--- src/rtl/datapath_memory.sv ---
// MEM stage of the RV32I pipeline: data-memory handshake with timeout, store lane
// replication, load extension, front-end stall and the MEM/WB pipeline register.
module datapath_memory #(
    parameter int unsigned TIMEOUT = 16
) (
    input  logic        clk,
    input  logic        reset,
    input  logic [31:0] ALUResultM,
    input  logic [31:0] WriteDataM,
    input  logic [31:0] PCPlus4M,
    input  logic [4:0]  RdM,
    input  logic        RegWriteM,
    input  logic [1:0]  ResultSrcM,
    input  logic        MemWriteM,
    input  logic [2:0]  funct3M,
    output logic        mem_req,
    output logic        mem_we,
    output logic [31:0] mem_addr,
    output logic [31:0] mem_wdata,
    output logic [3:0]  mem_be,
    input  logic        mem_ready,
    input  logic [31:0] mem_rdata,
    output logic        StallM,
    output logic [31:0] ALUResultW,
    output logic [31:0] ReadDataW,
    output logic [31:0] PCPlus4W,
    output logic [4:0]  RdW,
    output logic        RegWriteW,
    output logic [1:0]  ResultSrcW,
    output logic        MisalignW,
    output logic        BusErrW
);
    localparam int unsigned CW = $clog2(TIMEOUT + 1);
    localparam logic [0:0] IDLE = 1'b0;
    localparam logic [0:0] WAIT = 1'b1;

    logic [0:0]    state, state_nx;
    logic [CW-1:0] cnt, cnt_nx;
    logic          is_load, mem_op, sz_byte, sz_half, sz_word, misalign, access;
    logic          req, stall, bus_err, rd_take;
    logic [3:0]    be;
    logic [7:0]    byte_sel;
    logic [15:0]   half_sel;
    logic [31:0]   load_ext;

    // Access decode; unlisted funct3 codes fall through to word size
    assign is_load  = (ResultSrcM == 2'b01) & ~MemWriteM;
    assign mem_op   = MemWriteM | (ResultSrcM == 2'b01);
    assign sz_byte  = (funct3M == 3'b000) | (is_load & (funct3M == 3'b100));
    assign sz_half  = (funct3M == 3'b001) | (is_load & (funct3M == 3'b101));
    assign sz_word  = ~sz_byte & ~sz_half;
    assign misalign = mem_op & ((sz_half & ALUResultM[0]) |
                                (sz_word & (ALUResultM[1:0] != 2'b00)));
    assign access   = mem_op & ~misalign;

    // Lane placement for stores and lane selection for loads
    always_comb begin
        be        = 4'b1111;
        mem_wdata = WriteDataM;
        if (sz_byte) begin
            be        = 4'b0001 << ALUResultM[1:0];
            mem_wdata = {4{WriteDataM[7:0]}};
        end else if (sz_half) begin
            be        = 4'b0011 << ALUResultM[1:0];
            mem_wdata = {2{WriteDataM[15:0]}};
        end
        case (ALUResultM[1:0])
            2'b00:   byte_sel = mem_rdata[7:0];
            2'b01:   byte_sel = mem_rdata[15:8];
            2'b10:   byte_sel = mem_rdata[23:16];
            default: byte_sel = mem_rdata[31:24];
        endcase
        half_sel = ALUResultM[1] ? mem_rdata[31:16] : mem_rdata[15:0];
        if (sz_byte)
            load_ext = funct3M[2] ? {24'h0, byte_sel} : {{24{byte_sel[7]}}, byte_sel};
        else if (sz_half)
            load_ext = funct3M[2] ? {16'h0, half_sel} : {{16{half_sel[15]}}, half_sel};
        else
            load_ext = mem_rdata;
    end

    always_ff @(posedge clk or negedge reset) begin
        if (!reset) begin
            state <= IDLE;
            cnt   <= '0;
        end else begin
            state <= state_nx;
            cnt   <= cnt_nx;
        end
    end

    always_comb begin
        state_nx = state;
        cnt_nx   = cnt;
        req      = 1'b0;
        stall    = 1'b0;
        bus_err  = 1'b0;
        case (state)
            IDLE: begin
                if (access) begin
                    req = 1'b1;
                    if (!mem_ready) begin
                        stall    = 1'b1;
                        state_nx = WAIT;
                        cnt_nx   = CW'(1);
                    end
                end
            end
            WAIT: begin
                // Timeout retires without a request so the bus sees the abort
                if (cnt == CW'(TIMEOUT)) begin
                    bus_err  = 1'b1;
                    state_nx = IDLE;
                    cnt_nx   = '0;
                end else begin
                    req = 1'b1;
                    if (mem_ready) begin
                        state_nx = IDLE;
                        cnt_nx   = '0;
                    end else begin
                        stall  = 1'b1;
                        cnt_nx = cnt + CW'(1);
                    end
                end
            end
            default: begin
                state_nx = IDLE;
                cnt_nx   = '0;
            end
        endcase
    end

    // Reset gates the bus strobes so an outstanding request drops immediately
    assign mem_req  = reset & req;
    assign StallM   = reset & stall;
    assign mem_we   = mem_req & MemWriteM;
    assign mem_be   = mem_req ? be : 4'b0000;
    assign mem_addr = {ALUResultM[31:2], 2'b00};
    assign rd_take  = mem_req & mem_ready & ~mem_we;

    // MEM/WB register: bubble while stalled, data fields held
    always_ff @(posedge clk or negedge reset) begin
        if (!reset) begin
            ALUResultW <= '0;
            ReadDataW  <= '0;
            PCPlus4W   <= '0;
            RdW        <= '0;
            RegWriteW  <= 1'b0;
            ResultSrcW <= 2'b00;
            MisalignW  <= 1'b0;
            BusErrW    <= 1'b0;
        end else if (stall) begin
            RdW        <= '0;
            RegWriteW  <= 1'b0;
            ResultSrcW <= 2'b00;
            MisalignW  <= 1'b0;
            BusErrW    <= 1'b0;
        end else begin
            ALUResultW <= ALUResultM;
            PCPlus4W   <= PCPlus4M;
            RdW        <= RdM;
            RegWriteW  <= RegWriteM & ~misalign & ~bus_err;
            ResultSrcW <= ResultSrcM;
            MisalignW  <= misalign;
            BusErrW    <= bus_err;
            if (rd_take)
                ReadDataW <= load_ext;
        end
    end
endmodule
--- config.mk ---
export PLATFORM = sky130hd
export DESIGN_NAME = datapath_memory
export DESIGN_NICKNAME = d
export VERILOG_FILES = /design/src/rtl/datapath_memory.sv
export SDC_FILE = /design/constraint.sdc
export NUM_CORES = 1
export LEC_CHECK = 0
export CORE_MARGIN = 2
export CORE_UTILIZATION = 36
export CTS_BUF_LIST = sky130_fd_sc_hd__clkbuf_8
export CTS_CLUSTER_SIZE = 40
export DETAILED_ROUTE_END_ITERATION = 8
export PLACE_DENSITY = 0.79
export SYNTH_ARGS = -nofsm -noshare
export SYNTH_HDL_FRONTEND = slang
export SYNTH_SLANG_ARGS = --single-unit
export TNS_END_PERCENT = 5
--- constraint.sdc ---
create_clock -name clk -period 4.15 [get_ports clk]
set_clock_uncertainty 0.2 [all_clocks]
set_input_delay 1.245 -clock clk [delete_from_list [all_inputs] [get_ports clk]]
set_output_delay 1.245 -clock clk [all_outputs]
set_load 0.05 [all_outputs]
==> results.ini <==
[status]
status=finished, violations left
violations=negative setup slack

[logic_synthesis]
syn-mean-instance-area_sq_um=11.3
seq_area_frac_synth_pct=49.1
ys_types=44
ys_ff_latch=112
synthesis.area_sq_um=5710
ys_warn_count=0
synthCells=507

[placement]
place_inst=1019
numPortBuffers=317
hpwl_mm=14.2
placed_area_sq_um=9430
place_ws_ns=-0.488
place_congestion=0.865

[grt]
grt_max_degree=68
antenna_found_initial=0
grt_pass1_vias=5071
overflow=0
track_usage_pct=21.4
grt_pass1_wl_mm=27.7

[route]
dr.pass1.iters=6
drt-total-wl_mm=18.4
vias=5034
antenna_left=0
drt_iter0_drc=260
via_per_inst=4.83
routedWlPerCell_microns=17.6
drc_errors=0

[critical_path]
cp.depth=9
critPathMaxStageDelay_ns=0.42
crit_chain=buf_6 > or3b_4 > a21oi_2 > buf_4 > a311oi_4 > o211ai_1 > buf_4 > nor3_4 > buf_6
critPathCaptureType=output pin
criticalPathCategory=input port to output pin
crit_buf_inv=4
start_kind=input port
critPathTopFamily=buffers and inverters
reg2reg_slack_ns=1.72
critPathRequiredTime_ns=2.70
r2r-start=cnt[0]
critPathSlowestCell=or3b_4
crit_fanout=4
arrival_ns=2.85
reg2reg_to=ReadDataW[7]
reg2reg_depth=7

[sta]
worst_slew_pin_slew_ns=0.851
finalSetupViolCount=23
slew_violations=0
slew_headroom_pct=43.2
fin_crit_sh_pct=104
max_freq_mhz=233
hold_viol_final=0
setup_tns_ns=-1.30
worst_slack_ns=-0.146
timing.final.crit_period_ns=4.30
rsz0062_at_grt=true

[cells_and_area]
area_delta_synth_final_pct=72.4
stdcell_count=1043
layout-drive-gt1-share_pct=30.0
final_nets=972
diodes=0
design_area_sq_um=9840

[cts]
cts-buffers-inserted=9
cts_tree=built
clk_latency_ns=0.36
root_buffer=clkbuf_8
clk_path_buf_depth=2
clock_sinks=112
clk_pin_slew_worst_paths_ns=0.10
h-tree-depth=3

[worst_hold_path]
hold_end=PCPlus4W[24]
hold_path_depth=1
hold_path.class=flop to flop
hold_path_startpoint=PCPlus4W[24]

[floorplanning]
start_util_pct=36.3
die-area_sq_um=16900
rows=46
io_pins=320
die_h_microns=130
core-area_sq_um=15700
die_w_microns=130

[run]
drv_cap=0

[pwr]
p_per_area_nw_per_um2=425
p_total_mw=4.19
power_leakage_nw=4.34
ir_drop_mv=0.413

## power by group
| part | switching, mW | leakage [nW] | internal [mW] |
|---|---|---|---|
| clock network | 0.379 | 0.113 | 0.342 |
| logic | 1.28 | 2.89 | 0.790 |
| registers | 0.105 | 1.33 | 1.29 |
| total | 1.76 | 4.34 | 2.42 |
## registers in the layout (all words and copies together) (netlist names)
| register | flops |
|---|---|
| ALUResultW | 32 |
| RdW | 5 |
| PCPlus4W | 32 |
| RegWriteW | 1 |
| BusErrW | 1 |
| ReadDataW | 32 |
| cnt | 5 |
| ResultSrcW | 2 |
| state | 1 |
| MisalignW | 1 |
## layout by cell type (no fill, tap or decap), drive strengths merged, types with 9 or more instances in the layout
cell type	count
clkbuf	11
nand2	59
o21ai	24
buf	127
inv	29
dfrtp	112
clkdlybuf4s50	240
mux2i	42
o211ai	9
nor2	9
mux2	80
a21oi	22
## metrics by stage
stage	hold WS, ns	util [%]
final	0.298	62.6
after global routing	0.321	62.6
after CTS	0.305	62.2
after detailed placement	0.280	60.0
after global placement	0.273	60.0
after floorplan	0.289	-
## area by class of cell
| cell class | instances | area [sq um] |
|---|---|---|
| sequential | 112 | 2800 |
| clock buffer | 9 | 124 |
| fill | 1277 | 5870 |
| timing repair buffer | 371 | 3820 |
| tap | 216 | 270 |
| clock inverter | 7 | 96.3 |
| inverter | 27 | 104 |
| multi-input combinational | 301 | 2620 |
## how the worst max path moves through the flow
stage,to,startpoint
6_report,mem_be[1],MemWriteM
5_1_grt,mem_be[1],ALUResultM[0]
4_1_cts,mem_be[1],ResultSrcM[1]
3_5_place_dp,mem_wdata[10],ResultSrcM[0]
3_3_place_gp,mem_wdata[10],ResultSrcM[0]
2_1_floorplan,mem_we,MemWriteM
## worst reg2reg max path: stages (launching register included)
cell	delay (ns)
dfrtp_1	0.41
inv_1	0.10
ha_1	0.14
nor4bb_1	0.44
nor3_1	0.12
a22oi_2	0.28
buf_12	0.26
mux2_2	0.38
## layer usage
metal	track usage (%)	part of all wire [%]
met2	36.2	51
met3	6.40	7.3
met1	26.2	40
met4	7.08	2.2
met5	0	0
## synth_stat cells (all sizes together)
library cell	instances	share of area, %
o41ai	1	0.29
a311oi	2	0.31
nor3	4	0.35
o2bb2ai	2	0.31
a2111oi	1	0.48
mux2i	42	7.4
and2	8	0.88
nor2b	1	0.11
a211oi	1	0.13
nand3	2	0.18
o211ai	9	1.2
a32o	1	0.18
ha	7	1.5
nor2	9	0.59
or3	1	0.11
a31oi	2	0.22
clkbuf	13	0.85
xor2	2	0.31
conb	1	0.066
nand2	59	3.9
mux2	80	16
a22oi	1	0.13
nor4bb	1	0.18
o221a	1	0.20
dfrtp	112	49
o21ai	24	2.2
o22ai	1	0.11
o21a	1	0.13
buf	55	6.9
a222oi	8	1.4
a21o	1	0.13
a211o	2	0.31
or3b	1	0.20
nand2b	2	0.22
inv	27	1.8
a21oi	22	2.0
## repair_timing
action,in CTS,in global routing
resized for setup,44,12
setup endpoints to repair,31,23
pin swaps,11,9
hold buffers,0,0
cloned,1,0
setup buffers,4,3
## logic make-up (layout without fill, tap and decap cells)
family	count (synthesis)	in the layout	share of synthesized area, %
other	1	2	0.0657
adders and majority gates	7	7	1.53
xor gates and xnor gates	2	2	0.307
muxes	122	122	23.1
AOI/OAI and AO/OA	80	80	9.67
buffers and inverters	95	414	9.49
DFF	112	112	49.1
and+or+nand+nor	88	88	6.69
Note: power is estimated with default switching activity, not from simulation.
